## src/rtl/wb_buffer.sv

```systemverilog
// ============================================================================
// wb_buffer : write-back queue in front of the register file, with duplicate
//             PC suppression and youngest-entry forwarding.  Rev 1.0
// ============================================================================
`default_nettype none

module wb_buffer #(
  parameter int DW    = 8,
  parameter int PW    = 4,
  parameter int DEPTH = 4
) (
  input  logic                     clk,
  input  logic                     reset_n,
  input  logic                     in_valid,
  output logic                     in_ready,
  input  logic [PW:0]              in_addr,
  input  logic [DW-1:0]            in_data,
  input  logic [11:0]              in_pc,
  input  logic                     rf_hold,
  output logic                     rf_wr_en,
  output logic [PW:0]              rf_wr_addr,
  output logic [DW-1:0]            rf_dat,
  output logic [11:0]              rf_prog_ctr,
  input  logic [PW:0]              fwd_addr,
  output logic                     fwd_hit,
  output logic [DW-1:0]            fwd_data,
  output logic [$clog2(DEPTH):0]   count,
  output logic                     dup_drop
);

  localparam int AW = $clog2(DEPTH);
  localparam int CW = AW + 1;

  logic [PW:0]     r_mem_addr [DEPTH];
  logic [DW-1:0]   r_mem_data [DEPTH];
  logic [11:0]     r_mem_pc   [DEPTH];

  logic [AW-1:0]   r_head;
  logic [AW-1:0]   r_tail;
  logic [CW-1:0]   r_count;
  logic [11:0]     r_last_pc;
  logic            r_last_valid;
  logic            r_dup_drop;

  logic            w_hs;
  logic            w_dup;
  logic            w_push;
  logic            w_pop;
  logic            w_not_empty;
  logic            w_fwd_hit;
  logic [DW-1:0]   w_fwd_data;

  assign w_not_empty = (r_count != '0);
  assign in_ready    = (r_count < CW'(DEPTH));
  assign w_hs        = in_valid && in_ready;
  assign w_dup       = w_hs && r_last_valid && (in_pc == r_last_pc);
  assign w_push      = w_hs && !w_dup;
  assign w_pop       = w_not_empty && !rf_hold;

  assign rf_wr_en    = w_pop;
  assign rf_wr_addr  = w_not_empty ? r_mem_addr[r_head] : '0;
  assign rf_dat      = w_not_empty ? r_mem_data[r_head] : '0;
  assign rf_prog_ctr = w_not_empty ? r_mem_pc[r_head]   : 12'hFFF;
  assign count       = r_count;
  assign dup_drop    = r_dup_drop;
  assign fwd_hit     = w_fwd_hit;
  assign fwd_data    = w_fwd_data;

  // Storage is never reset; occupancy alone decides what is valid.
  always_ff @(posedge clk) begin
    if (w_push) begin
      r_mem_addr[r_tail] <= in_addr;
      r_mem_data[r_tail] <= in_data;
      r_mem_pc[r_tail]   <= in_pc;
    end
  end

  always_ff @(posedge clk or negedge reset_n) begin
    if (!reset_n) begin
      r_head       <= '0;
      r_tail       <= '0;
      r_count      <= '0;
      r_last_pc    <= '0;
      r_last_valid <= 1'b0;
      r_dup_drop   <= 1'b0;
    end else begin
      r_dup_drop <= w_dup;
      if (w_hs) begin
        r_last_pc    <= in_pc;
        r_last_valid <= 1'b1;
      end
      if (w_push) r_tail <= r_tail + 1'b1;
      if (w_pop)  r_head <= r_head + 1'b1;
      case ({w_push, w_pop})
        2'b10:   r_count <= r_count + 1'b1;
        2'b01:   r_count <= r_count - 1'b1;
        default: r_count <= r_count;
      endcase
    end
  end

  // Walk from oldest to youngest so the last match found wins.
  always_comb begin
    logic [AW-1:0] idx;
    w_fwd_hit  = 1'b0;
    w_fwd_data = '0;
    idx        = r_head;
    for (int i = 0; i < DEPTH; i++) begin
      idx = r_head + AW'(i);
      if ((CW'(i) < r_count) && (r_mem_addr[idx] == fwd_addr)) begin
        w_fwd_hit  = 1'b1;
        w_fwd_data = r_mem_data[idx];
      end
    end
  end

endmodule

`default_nettype wire

```

## config.mk

```make
export PLATFORM = sky130hd
export DESIGN_NAME = wb_buffer
export DESIGN_NICKNAME = d
export VERILOG_FILES = /design/src/rtl/wb_buffer.sv
export SDC_FILE = /design/constraint.sdc
export NUM_CORES = 1
export LEC_CHECK = 0
export CORE_UTILIZATION = 28
export DETAILED_ROUTE_END_ITERATION = 10
export GPL_ROUTABILITY_DRIVEN = 0
export MAX_ROUTING_LAYER = met4
export PLACE_DENSITY = 0.43
export SYNTH_ARGS = -nofsm -noshare
export SYNTH_HDL_FRONTEND = slang
export SYNTH_SLANG_ARGS = --single-unit
export TNS_END_PERCENT = 30
```

## constraint.sdc

```tcl
create_clock -name clk -period 2.4 [get_ports clk]
set_input_delay 0.24 -clock clk [delete_from_list [all_inputs] [get_ports clk]]
set_output_delay 0.24 -clock clk [all_outputs]
set_load 0.005 [all_outputs]
```

==> reports/metrics.cfg <==
[sta]
setup_slack_ns = -0.702
worst_clock_skew_ns = 0.0118
setup_viol = 27
timing.fmax_ghz = 0.322
slew_headroom_pct = 61.3
tns_ns = -9.51
worst_pin_slew_ns = 0.581
min_period_ns = 3.10
hold_viol = 0
fin_crit_sh_pct = 129
rsz0062_at_grt = true
hold_slack_ns = 0.113
report.final.slew_viol_count = 0

[status]
violations = design-rule violations, negative setup slack
status = finished, violations left

[setup_path]
crit_path_end_kind = primary output
crit_slowest_cell = dfrtp_4
cp_slowest_stage_delay_ns = 0.51
crit_buf_inv = 5
cp.arrival_ns = 2.86
required_ns = 2.16
worstPathCellList = buf_6 > buf_8 > mux4_2 > xnor2_2 > nand4_1 > nor2_4 > buf_12 > buf_8 > mux2i_2 > o221ai_2 > buf_2
cp_common_cell = buf_8
crit_family = multiplexers
cp-start-kind = flip-flop
worstPathMaxFanout = 6
path_class = flip-flop to primary output

[floorplan]
coreArea_sq_mm = 0.0220
ios = 74
rows = 54
dieArea_sq_mm = 0.0233
dieWidth_um = 153
initial_core_util_pct = 28.8
die_height_um = 153

[logic_synthesis]
syn-cell-area_sq_mm = 0.00635
syn_inst = 426
seq_area_frac_synth_pct = 55.6
synth_flop_cell = edfxtp_1
synth_nets = 469
synth_top_area_share_pct = 47.3
ys_top_cells_by_area = edfxtp_1, dfrtp_1, mux4_2
synth_edf_count = 100
ys_warn_count = 0
syn_avg_cell_area_sq_um = 14.9
synthArstFlopShare_pct = 17.4
synth_seq_cells = 121
synth_cell_types = 38
synth_top_cell_by_area = edfxtp_1

[power]
power.density_mw_per_mm2 = 1260
leakage_nw = 3.41
finalPower_mw = 11.4
peakVddDrop_uv = 503

[cts]
cts_root_buf = clkbuf_16
clk_pin_slew_worst_paths_ns = 0.06
cts.path.max_buffers = 2
numCtsBuffers = 17
htree_num_levels = 4
clk_latency_ns = 0.42
cts_hold_buf = 0
cts_tree = yes
cts.sinks = 121

[route]
routed_wl_um = 16100
first_pass_iters = 10
drc = 4
viasPerCell = 4.58
post_drt_wl_per_cell_um = 18.1
vias = 4072
drt_iter0_drc = 175
postRouteAntennaNets = 0

[placed_design]
place_hpwl_um = 10700
preCtsSetupSlack_ns = -0.677
dpl.cell_count = 826
port-buffer-count = 73

[layout]
final_cell_count_no_fill = 889
layout-drive-gt1-share_pct = 39.3
nets = 638
syn_to_final_growth_pct = 42.5

[global_routing]
grt.overflow.total = 0
grt_usage_pct = 15.2
grt_pass1_wl_um = 25000
antenna_found_initial = 1
grt_pass1_vias = 4373
grt_max_degree = 49

[run]
maxCapViolCount = 0

[min_path]
min_path_type = primary input to asynchronous set/reset pin

[synthesized netlist by cell type (9+ instances only)]
master / n
edfxtp_1: 100
mux2i_1: 49
nand2_1: 35
xnor2_1: 32
mux4_2: 23
dfrtp_1: 21
o21ai_0: 17
mux2_2: 13
or2_1: 13
nor2_1: 11
nor3_1: 10
buf_2: 9
clkbuf_1: 9
ha_1: 9
mux4_1: 9
[timing repair]
item / in CTS / in global routing
setup buffers: 28 / 0
endpoints found under the setup margin: 37 / 32
resized for setup: 138 / 17
gates cloned: 2 / 0
pin swaps: 21 / 2
[path summary, 6_finish.rpt]
path / from / endpoint / slack (ns) / depth (start not counted)
setup / recovery: r_head[0] / fwd_data[1] / -0.70 / 11
hold / removal: reset_n / r_last_pc[11] / 0.11 / 1
setup reg to reg: r_last_pc[3] / count[2] / 0.24 / 9
hold reg to reg: r_last_valid / r_last_valid / 0.47 / 1
max in group asynchronous: reset_n / r_head[0] / 1.69 / 2
min in group clk: in_data[1] / r_mem_data[2][1] / 0.45 / 1
[layout by cell type (no fill, tap or decap), types with 4 or more instances in the layout]
master	count
dlygate4sd2_1	18
buf_2	10
dfrtp_1	19
xnor2_1	28
mux2i_2	5
nor3_2	8
clkdlybuf4s50_1	39
nand4_1	5
buf_6	12
mux2i_1	44
mux4_2	31
o21ai_0	9
buf_4	76
nor2_1	9
buf_12	9
bufinv_16	4
mux2_2	13
nand2_1	35
inv_1	4
o21ai_2	6
clkbuf_16	17
or2_1	12
edfxtp_1	100
nor2b_1	7
o221ai_2	8
mux2_1	6
and2_1	4
ha_1	9
[cell families after synthesis]
kind of cell    count (synthesis)  share of synthesized area [%]
flops                         121                           55.6
mux                           101                           23.2
simple gates                   97                           7.98
xor+xnor                       37                           5.34
buf+inv                        32                           2.62
compound gates                 29                           3.55
fa+ha+maj                       9                           1.77
[flip-flops by register name, summed over array words and instances (netlist names)]
register,count
r_mem_data,32
dup_drop,1
count,3
r_head,2
r_mem_pc,48
r_last_valid,1
r_last_pc,12
r_mem_addr,20
r_tail,2
[stage by stage]
stage | cell area [sq um] | util, %
floorplan | 6350 | -
global placement | 7920 | 35.9
detailed placement | 7920 | 35.9
CTS | 9020 | 41.0
global route | 9040 | 41.1
finish | 9040 | 41.1
[per-layer routing]
| layer | wire length [um] | track usage, % |
|---|---|---|
| met1 | 7200 | 17.8 |
| met2 | 8140 | 25.7 |
| met3 | 558 | 3.98 |
| met4 | 167 | 4.04 |
| met5 | 0 | - |
[where the power goes]
group	internal, mW	switching (mW)
sequential	2.71	0.217
combinational	3.13	2.58
clock	1.80	0.926
[area by class of cell]
class                   count  area, sq um
fillers                  2048        13000
inverters                   6         22.5
flip-flops and latches    121         3530
repair buffers            175         1650
well taps                 280          350
clock inverters            10          168
multi-input cells         274         2850
diodes                      1         2.50
clock buffers              22          464
No activity file was read; power rests on OpenSTA's default activity.
==> edit: new RTL, same flow settings <==
The parameter `DEPTH` goes from 4 to 2.
--- a/src/rtl/wb_buffer.sv
+++ b/src/rtl/wb_buffer.sv
@@ -8,5 +8,5 @@
   parameter int DW    = 8,
   parameter int PW    = 4,
-  parameter int DEPTH = 4
+  parameter int DEPTH = 2
 ) (
   input  logic                     clk,
Ports: changed (resized count); port bits go from 74 to 73. The function was not compared with the original's and may differ.
==> edit against the original RTL <==
Critical endpoint unchanged. The run still ends with DRC, setup timing left. Final area is 46% lower. Sequential cell count is 53 lower. Total power is 48% lower. Highest routed layer unchanged. Non-clock buffer count is 60 lower. Area after synthesis is 48% lower. Worst setup slack better by 0.57 ns. Routed wire length is 48% lower. Combinational power is 48% lower.
==> edit: results (changes against the original RTL) <==
| Metric | Value |
|---|---|
| Status | `finished, violations left (unchanged)` |
| Failing checks | `DRC, setup timing (unchanged)` |
| Worst Path Arrival | `2.30 ns (was 2.86 ns)` |
| Layout cell share with drive strength beyond 1 | `26.83% (was 39.31%)` |
| Port bufs | `72 (was 73)` |
| Nets | `401 (was 638)` |
| Fillers | `1118 (was 2048)` |
| Top cells by count, synth | `edfxtp_1, xnor2_1, dfrtp_1 (was edfxtp_1, mux2i_1, nand2_1)` |
| Htree depth | `3 (was 4)` |
| First-pass GRT wire length | `13260 µm (was 25020 µm)` |
| CTS Buf Count | `9 (was 17)` |
| Post-Route Setup TNS | `-0.6637 ns (was -9.510 ns)` |
| CTS clk-pin slew, worst paths | `0.06 ns (about the same)` |
| Setup Viol. Count Final | `8 (was 27)` |
| Diodes inserted | `0 (was 1)` |
| Global Route Usage Sum | `14.42% (was 15.17%)` |
| Sequential fraction of the synthesis area | `58.60% (was 55.58%)` |
| First drt pass iteration count | `7 (was 10)` |
| Initial antenna violation count | `0 (was 1)` |
| Static Leakage | `1.819 nW (was 3.415 nW)` |
| Initial DRC count | `151 (was 175)` |
| Hpwl dp | `5814 µm (was 10700 µm)` |
| Post-synth EDFFs | `50 (was 100)` |
| Area contributors post-synth | `edfxtp_1, dfrtp_1, xnor2_1 (was edfxtp_1, dfrtp_1, mux4_2)` |
| Final WS setup | `-0.1369 ns (was -0.7022 ns)` |
| Maximum vdd drop | `0.3732 mV (was 0.5029 mV)` |
| Top FF cell, synth | `edfxtp_1 (unchanged)` |
| Clk buf depth | `2 (unchanged)` |
| Crit-path max FO | `5 (was 6)` |
| DR DRC count | `10 (was 4)` |
| Clock Latency Late Sink | `0.32 ns (was 0.42 ns)` |
| Hold Crit Class | `in2async (unchanged)` |
| Largest net degree at the start of global routing | `37 (was 49)` |
| Vias in the first global route | `2503 (was 4373)` |
| Fin Clk Skew | `0.006310 ns (was 0.01179 ns)` |
| Post-DP Area | `0.004417 mm² (was 0.007916 mm²)` |
| Syn Nets | `295 (was 469)` |
| Clk root buf | `clkbuf_16 (unchanged)` |
| Slew HR | `73.36% (was 61.30%)` |
| Unique masters post-synth | `38 (unchanged)` |
| Biggest registers after layout | `r_mem_pc x24, r_mem_data x16, r_last_pc x12 (was r_mem_pc x48, r_mem_data x32, r_mem_addr x20)` |
| Via/cell ratio | `4.912 (was 4.580)` |
| Final WL | `8299 µm (was 16060 µm)` |
| Synth warnings | `0 (unchanged)` |
| Post-synth ARST share | `26.47% (was 17.36%)` |
-- edit: cell families after synthesis --
family	Yosys count	synth area share [%]
adders and majority gates	3	1.127
xor gates and xnor gates	26	6.837
buffers and inverters	24	3.756
AOI/OAI and AO/OA	44	10.63
and+or+nand+nor	66	10.37
DFF	68	58.60
muxes	27	8.677
-- edit: critical path: stages, from the launching register on --
cell and delay, ns:
dfrtp_2 0.41, buf_6 0.14, mux2i_4 0.19, xnor2_2 0.16
nor4_4 0.33, buf_12 0.15, buf_6 0.10, buf_6 0.08
o2111ai_2 0.11, a22oi_2 0.16, buf_2 0.13
-- edit: worst paths after layout --
kind	slack [ns]	startpoint	cells after the start	endpoint
max	-0.14	r_head$_DFFE_PN0P_	10	fwd_data[1]
min	0.26	reset_n	2	r_last_pc[6]$_DFFE_PN0N_
max reg2reg	0.41	r_last_pc[9]$_DFFE_PN0N_	7	count[1]$_DFFE_PN0P_
min reg2reg	0.47	r_last_valid$_DFFE_PN0N_	1	r_last_valid$_DFFE_PN0N_
max in group asynchronous	1.91	reset_n	2	r_head$_DFFE_PN0P_
min in group clk	0.47	r_last_valid$_DFFE_PN0N_	1	r_last_valid$_DFFE_PN0N_
-- edit: metal layers --
metal | vias up | global-route usage, % | part of all wire, %
met2 | 76 | 24.07 | 49
met4 | 0 | 3.964 | 1.2
li1 | 1187 | - | -
met5 | - | - | 0
met1 | 1244 | 17.53 | 45
met3 | 8 | 3.335 | 4.7
-- edit: power breakdown --
group          total [mW]  switching, mW  internal (mW)
Combinational        2.95           1.34           1.61
Sequential           1.78          0.172           1.61
Clock                1.18          0.460          0.723
Total                5.91           1.97           3.93
-- edit: layout make-up --
type                            count  area (µm²)  share of cell area [%]
Sequential cell                    68        1953                   40.34
Multi-Input combinational cell    166        1345                   27.78
Timing Repair Buffer              115        1079                   22.27
Clock buffer                       12       246.5                   5.090
Tap cell                          143       178.9                   3.695
Clock inverter                      4       25.02                  0.5168
Inverter                            4       15.01                  0.3101
-- edit: per-stage QoR --
stage	util, %	setup WS (ns)	instances	power (mW)
finish	42.05	-0.1369	512	5.908
global route	42.05	-0.2638	512	6.297
CTS	41.57	-0.2481	512	5.926
detailed placement	38.35	-0.2422	485	4.607
global placement	38.35	-0.1722	485	4.587
floorplan	-	0.0004243	258	3.221
-- edit: timing repair --
action | in CTS | in global routing
setup endpoints to repair | 24 | 13
resized for setup | 44 | 17
hold buffers | 0 | 0
pin swaps | 8 | 11
setup buffers | 11 | 0
